`src/rtl/tv_sequencer.sv`:
```
// Latency-aware vector test sequencer: streams {stim, expected} words
// from a synchronous ROM into a DUT and scores the delayed responses.
module tv_sequencer #(
   parameter int IN_W        = 8,
   parameter int OUT_W       = 8,
   parameter int ADDR_W      = 7,
   parameter int LATENCY     = 1,
   parameter int ERR_W       = 16,
   parameter int STOP_ON_ERR = 0
) (
   input  logic                    i_clk,
   input  logic                    i_reset_n,
   input  logic                    i_start,
   input  logic                    i_abort,
   input  logic [ADDR_W:0]         i_num_vectors,
   output logic                    o_mem_en,
   output logic [ADDR_W-1:0]       o_mem_addr,
   input  logic [IN_W+OUT_W-1:0]   i_mem_data,
   output logic [IN_W-1:0]         o_dut_in,
   input  logic [OUT_W-1:0]        i_dut_out,
   output logic                    o_busy,
   output logic                    o_done,
   output logic                    o_pass,
   output logic                    o_mismatch,
   output logic [ERR_W-1:0]        o_errors,
   output logic [ADDR_W-1:0]       o_first_fail,
   output logic [ADDR_W:0]         o_checked
);

   typedef enum logic [1:0] {IDLE, RUN, DRAIN, DONE} state_t;

   state_t            state;
   logic [ADDR_W:0]   n_q;
   logic [ADDR_W:0]   cnt_q;
   logic              rd_vld;
   logic [ADDR_W-1:0] rd_idx;

   // Stage 0 is loaded together with o_dut_in; stage LATENCY lines up
   // with the DUT response.
   logic [OUT_W-1:0]  p_exp [LATENCY+1];
   logic              p_vld [LATENCY+1];
   logic [ADDR_W-1:0] p_idx [LATENCY+1];

   logic cmp_vld;
   logic cmp_bad;
   logic last_cmp;
   logic stop;
   logic start_ok;

   assign o_busy     = (state == RUN) || (state == DRAIN);
   assign o_done     = (state == DONE);
   assign o_pass     = o_done && (o_errors == '0);
   assign o_mem_addr = cnt_q[ADDR_W-1:0];

   assign cmp_vld  = p_vld[LATENCY] && o_busy && !i_abort;
   assign cmp_bad  = cmp_vld && (i_dut_out != p_exp[LATENCY]);
   assign last_cmp = cmp_vld && ((o_checked + 1'b1) == n_q);
   assign stop     = cmp_bad && (STOP_ON_ERR != 0);
   assign start_ok = i_start && !i_abort &&
                     ((state == IDLE) || (state == DONE));

   always_ff @(posedge i_clk or negedge i_reset_n) begin
      if (!i_reset_n) begin
         state        <= IDLE;
         n_q          <= '0;
         cnt_q        <= '0;
         o_mem_en     <= 1'b0;
         rd_vld       <= 1'b0;
         rd_idx       <= '0;
         o_dut_in     <= '0;
         o_mismatch   <= 1'b0;
         o_errors     <= '0;
         o_first_fail <= '0;
         o_checked    <= '0;
         for (int j = 0; j <= LATENCY; j++) begin
            p_exp[j] <= '0;
            p_vld[j] <= 1'b0;
            p_idx[j] <= '0;
         end
      end else begin
         o_mismatch <= 1'b0;
         rd_vld     <= o_mem_en;
         rd_idx     <= o_mem_addr;
         if (rd_vld)
            o_dut_in <= i_mem_data[IN_W+OUT_W-1:OUT_W];
         p_exp[0] <= i_mem_data[OUT_W-1:0];
         p_vld[0] <= rd_vld;
         p_idx[0] <= rd_idx;
         for (int j = 1; j <= LATENCY; j++) begin
            p_exp[j] <= p_exp[j-1];
            p_vld[j] <= p_vld[j-1];
            p_idx[j] <= p_idx[j-1];
         end

         if (cmp_vld) begin
            o_checked <= o_checked + 1'b1;
            if (cmp_bad) begin
               o_mismatch <= 1'b1;
               if (o_errors != '1)
                  o_errors <= o_errors + 1'b1;
               if (o_errors == '0)
                  o_first_fail <= p_idx[LATENCY];
            end
         end

         unique case (state)
            IDLE, DONE: begin
               if (start_ok) begin
                  n_q          <= i_num_vectors;
                  cnt_q        <= '0;
                  o_errors     <= '0;
                  o_checked    <= '0;
                  o_first_fail <= '0;
                  if (i_num_vectors == '0) begin
                     state <= DONE;
                  end else begin
                     state    <= RUN;
                     o_mem_en <= 1'b1;
                  end
               end
            end
            RUN: begin
               if (stop) begin
                  state <= DONE;
               end else if (cnt_q == n_q - 1'b1) begin
                  state    <= DRAIN;
                  o_mem_en <= 1'b0;
               end else begin
                  cnt_q <= cnt_q + 1'b1;
               end
            end
            DRAIN: begin
               if (stop || last_cmp)
                  state <= DONE;
            end
         endcase

         // Early stop and abort both discard whatever is still in flight.
         if (stop || i_abort) begin
            o_mem_en <= 1'b0;
            rd_vld   <= 1'b0;
            for (int j = 0; j <= LATENCY; j++)
               p_vld[j] <= 1'b0;
         end
         if (i_abort) begin
            state      <= IDLE;
            o_mismatch <= 1'b0;
         end
      end
   end

endmodule

```
`config.mk`:
```
export PLATFORM = sky130hd
export DESIGN_NAME = tv_sequencer
export DESIGN_NICKNAME = d
export VERILOG_FILES = /design/src/rtl/tv_sequencer.sv
export SDC_FILE = /design/constraint.sdc
export NUM_CORES = 1
export LEC_CHECK = 0
export BUFFER_PORTS_ARGS = -buffer_cell sky130_fd_sc_hd__buf_2
export CORE_MARGIN = 10
export CORE_UTILIZATION = 55
export CTS_CLUSTER_DIAMETER = 150
export DETAILED_ROUTE_END_ITERATION = 12
export PLACE_DENSITY_LB_ADDON = 0.25
export SLEW_MARGIN = 25
export SYNTH_ARGS = -nofsm -noshare
export SYNTH_HDL_FRONTEND = slang
export SYNTH_SLANG_ARGS = --single-unit
```
`constraint.sdc`:
```
create_clock -name i_clk -period 3.2 [get_ports i_clk]
set_input_delay 0.64 -clock i_clk [delete_from_list [all_inputs] [get_ports i_clk]]
set_output_delay 0.64 -clock i_clk [all_outputs]
set_load 0.01 [all_outputs]
```
* After elaboration in Yosys (flattened, before gate mapping)
Cells that the tools add are included.
** Storage, ports and cells
- Flip-flop bits (word level) :: 99
- Bits of input ports :: 36
- Output and inout port bits :: 51
- Word-level logic and storage cells :: 86
** Operators by class
- Add/subtract/negate cells :: 4
- Equal/unequal tests :: 13
- Muxes and demuxes :: 32
- Reduce and logical (&&, ||, !) cells :: 20
** Operators with widths (number)
- 16-bit two-way mux :: 5
- 8-bit two-way mux :: 5
- 7-bit two-way mux :: 5
- 16-bit by 1-bit adder with 16-bit output (second input constant) :: 1
- 8-bit by 1-bit adder with 8-bit output (second input constant) :: 2
- 8-bit equality test :: 2
- 16-bit logical NOT :: 1
- 16-bit != test (second input constant) :: 1
- 8-bit case mux with 2 select lines :: 1
- 2-bit two-way mux :: 6
- 3-bit != test (second input constant) :: 3
- 8-bit logical NOT :: 1
- 1-bit two-way mux :: 8
- 8-bit != test :: 1
- 8-bit by 1-bit subtractor with 8-bit output (second input constant) :: 1
- 1-bit logical AND :: 7
- 2-bit case mux with 3 select lines :: 1
- 3-bit AND reduction :: 2
- 2-bit equality test (second input constant) :: 2
- 2-bit != test (second input constant) :: 2
- 4-bit AND reduction :: 1
- 3-bit by 2-bit != test with 1-bit output (second input constant) :: 1
- 3-bit nonzero test :: 1
- 2-bit by 1-bit equality test with 1-bit output (second input constant) :: 1
- 7 further kinds :: 8

* Depth between registers and ports, before layout
- Depth in word-level cells :: 9
- Depth in mapped cells :: 9
- Gate-level depth less buffers :: 8

* Least setup slack after synthesis
No wires, ideal clock.
- Path type :: reg2reg
- From :: register n_q[0]
- To :: register cnt_q[5]
- Setup time :: 0.079 ns
- Arrival time :: 2.368 ns
- Required time :: 3.121 ns
- Path slack :: 0.753 ns
- Stages on the path, launching flop included :: 10
- Path buffers :: 1
- Clock period less this slack :: 2.447 ns
- Cells stage by stage :: dfrtp_1 -> inv_1 -> ha_1 -> or3b_1 -> or4_1 -> a22oi_1 -> a41oi_2 -> buf_6 -> nand4_1 -> mux2i_1
** Between the ends
- Longest elaborated chain between the ends :: 4
** Ends and longest elaborated chain
- start: declaration :: RTL line 33 : logic [ADDR_W:0] n_q;
- start signal: assignment :: RTL line 109 : n_q <= i_num_vectors;
- 8-bit by 1-bit subtractor with 8-bit output :: RTL line 125 : end else if (cnt_q == n_q - 1'b1) begin
- 8-bit equality test :: RTL line 125
- 2-bit != test (no source line)
- 3-bit AND reduction (no source line)
- end signal: assignment :: RTL line 129 : cnt_q <= cnt_q + 1'b1;
- end: declaration :: RTL line 34 : logic [ADDR_W:0] cnt_q;
No other way between the ends.
A chain may end at the register's enable or synchronous reset.

* Worst setup path after layout
- From :: register n_q[0]
- To :: register cnt_q[0]
Same word-level chain as after synthesis.

==> out/metrics.cfg <==
[run_status]
status=completed

[critical_path]
crit_buf_inv=1
crit_required_ns=3.45
crit_arrival_ns=3.02
cp-start-kind=register
crit_family=simple AND/OR/NAND/NOR gates
crit_fanout=11
end_kind=register
cp_slowest_cell=or4_1
max_stage_delay_ns=0.47
timing_worst_setup_path_type=reg2reg
crit_chain=inv_1 -> ha_1 -> or3b_1 -> or4_1 -> a22oi_1 -> a41oi_2 -> mux2_1

[pwr]
power-per-cell-area_mw_per_mm2=669
ir_drop_mv=0.459
cellLeakagePower_nw=2.57

[clock_network]
cts_max_level=3
cts_buffer_depth=2
cts_tree=yes
cts.sinks=99
clk_pin_slew_ns=0.10
postCtsHoldBufs=0
postCtsSetupBuffers=0
root_buffer=clkbuf_8
ctsResizeCount=0
clk_latency_ns=0.36
numCtsBuffers=9

[finish]
fin_nets=532
drive_above_1_share_pct=25.6
n_antenna_cell=0
design_area_sq_mm=0.00516
syn_to_final_growth_pct=16.3
fillCellCount=651
stdcell_count=595

[placed_design]
portBuffers=86
placed_area_sq_mm=0.00494
place_inst=579
post-place-ws_ns=0.454
dp_hpwl_mm=7.08
place_congestion=0.917

[route]
vias_per_cell=5.37
drt_iter0_markers=111
vias=3195
wire_per_inst_um=16.2
drc=0
wirelength_mm=9.61
firstDrtPassIters=4
drtAntennaViolNets=0

[timing]
finalClockSkew_ns=0.0125
fin_crit_sh_pct=86.5
slew_headroom_pct=43.5
setup_slack_ns=0.432
finalSetupViolCount=0
worst_pin_slew_ns=0.847
slew_viol_final=0
setup-tns-final_ns=0
period_minus_slack_ns=2.77
rsz0062_at_grt=no
fmaxAchievable_mhz=361
hold_viol=0

[global_route]
grt_pass1_wl_mm=16.0
grt_usage_pct=16.6
grt_antenna_before_repair=0
grt_start_max_net_pins=69
grt_pass1_vias=3204
grt_overflow=0

[yosys]
synth_edf_count=0
yosysSeqAreaShare_pct=55.8
synth_compound_area_share_pct=7.25
synth_cells=403
ys.flop_type=dfrtp_1
synthArstFlopShare_pct=100
syn-cell-area_sq_mm=0.00444
yosys_warnings=0
synth_top_area_cell=dfrtp_1
synth_top_family_by_area=simple AND/OR/NAND/NOR gates
synthSimpleGateAreaFrac_pct=16.6
ys_ff_latch=99
synthesis.nets=447
synth_top_cell_area_share_pct=55.8
synthTopCellsByArea=dfrtp_1 (56%), xnor2_1 (6.5%), mux2i_1 (3.6%)
synthXorXnorAreaFrac_pct=8.49
ys_types=47
synth_fa_ha_area_share_pct=2.26
yosysMostFrequentCell=dfrtp_1
synthMuxAreaShare_pct=5.89
yosys-top-cells-count=dfrtp_1 (99), nand2_1 (36), nor2_1 (36)
avgSynthCellArea_sq_um=11.0

[die]
placementRows=32
initial_core_util_pct=56.8
io_pins=87
die_w_um=110
core_sq_mm=0.00781
dieHeight_um=110
dieArea_sq_mm=0.0121

[job]
drv_cap=0

[min_path]
holdCritPathClass=reg2reg

[stage by stage]
step	util, %	power (mW)	hold slack (ns)
6_report	66.1	3.45	0.352
5_1_grt	66.1	3.69	0.360
3_5_place_dp	63.3	2.63	0.335
2_1_floorplan	-	2.34	0.331
3_3_place_gp	63.3	2.59	0.332
4_1_cts	66.1	3.49	0.352
[worst paths after layout]
| kind | slack (ns) | cells past startpoint | startpoint | end |
|---|---|---|---|---|
| hold / removal | 0.35 | 0 | rd_idx[4]$_DFF_PN0_ | p_idx[11]$_DFF_PN0_ |
| setup reg to reg | 0.43 | 7 | n_q[0]$_DFFE_PN0P_ | cnt_q[0]$_DFFE_PN0P_ |
| min in group asynchronous | 0.37 | 1 | i_reset_n | p_exp[7]$_DFF_PN0_ |
| hold reg to reg | 0.35 | 0 | rd_idx[4]$_DFF_PN0_ | p_idx[11]$_DFF_PN0_ |
| setup / recovery | 0.43 | 7 | n_q[0]$_DFFE_PN0P_ | cnt_q[0]$_DFFE_PN0P_ |
| max in group asynchronous | 2.05 | 2 | i_reset_n | o_dut_in[3]$_DFFE_PN0P_ |
[cell type report]
type / count / area (sq um) / share of cell area [%]
Sequential cell: 99 / 2480 / 48.0
Multi-Input combinational cell: 269 / 1800 / 34.8
Timing Repair Buffer: 92 / 478 / 9.26
Tap cell: 102 / 128 / 2.47
Clock buffer: 9 / 124 / 2.40
Clock inverter: 7 / 93.8 / 1.82
Inverter: 17 / 63.8 / 1.24
[metal layers]
layer  vias up  part of all wire [%]  track usage (%)
met1      1552                    42             21.4
met5         -                     0                0
met3         8                   7.3             3.57
met2        85                    50             27.3
met4         0                  0.95             5.39
li1       1550                     -                -
[state kept, by name, indices dropped and copies added, names as in the netlist]
| name | flops |
|---|---|
| p_vld | 2 |
| rd_vld | 1 |
| rd_idx | 7 |
| o_checked | 8 |
| cnt_q | 8 |
| o_errors | 16 |
| o_mem_en | 1 |
| o_mismatch | 1 |
| p_idx | 14 |
| p_exp | 16 |
| state | 2 |
| o_first_fail | 7 |
| o_dut_in | 8 |
| n_q | 8 |
[logic make-up (layout without fill, tap and decap cells)]
| logic type | after synthesis | in the layout |
|---|---|---|
| compound gates | 48 | 48 |
| xor+xnor | 43 | 43 |
| fa+ha+maj | 8 | 8 |
| buf+inv | 35 | 125 |
| flops | 99 | 99 |
| mux | 25 | 25 |
| simple gates | 145 | 145 |
[power by group]
| part | internal (mW) | switching (mW) |
|---|---|---|
| Sequential | 1.44 | 0.182 |
| Combinational | 0.429 | 0.548 |
| Clock | 0.383 | 0.470 |
[layout by cell type (no fill, tap or decap), types with 8 or more instances in the layout]
cell      instances
a21oi_1          14
buf_2            85
clkbuf_8          9
dfrtp_1          99
ha_1              8
inv_1            17
mux2_2            8
mux2i_1          16
nand2_1          36
nand3_1          11
nand4_1          15
nor2_1           35
o21ai_0          13
xnor2_1          33
xor2_1           10
Power figures use the tool's default switching activity.
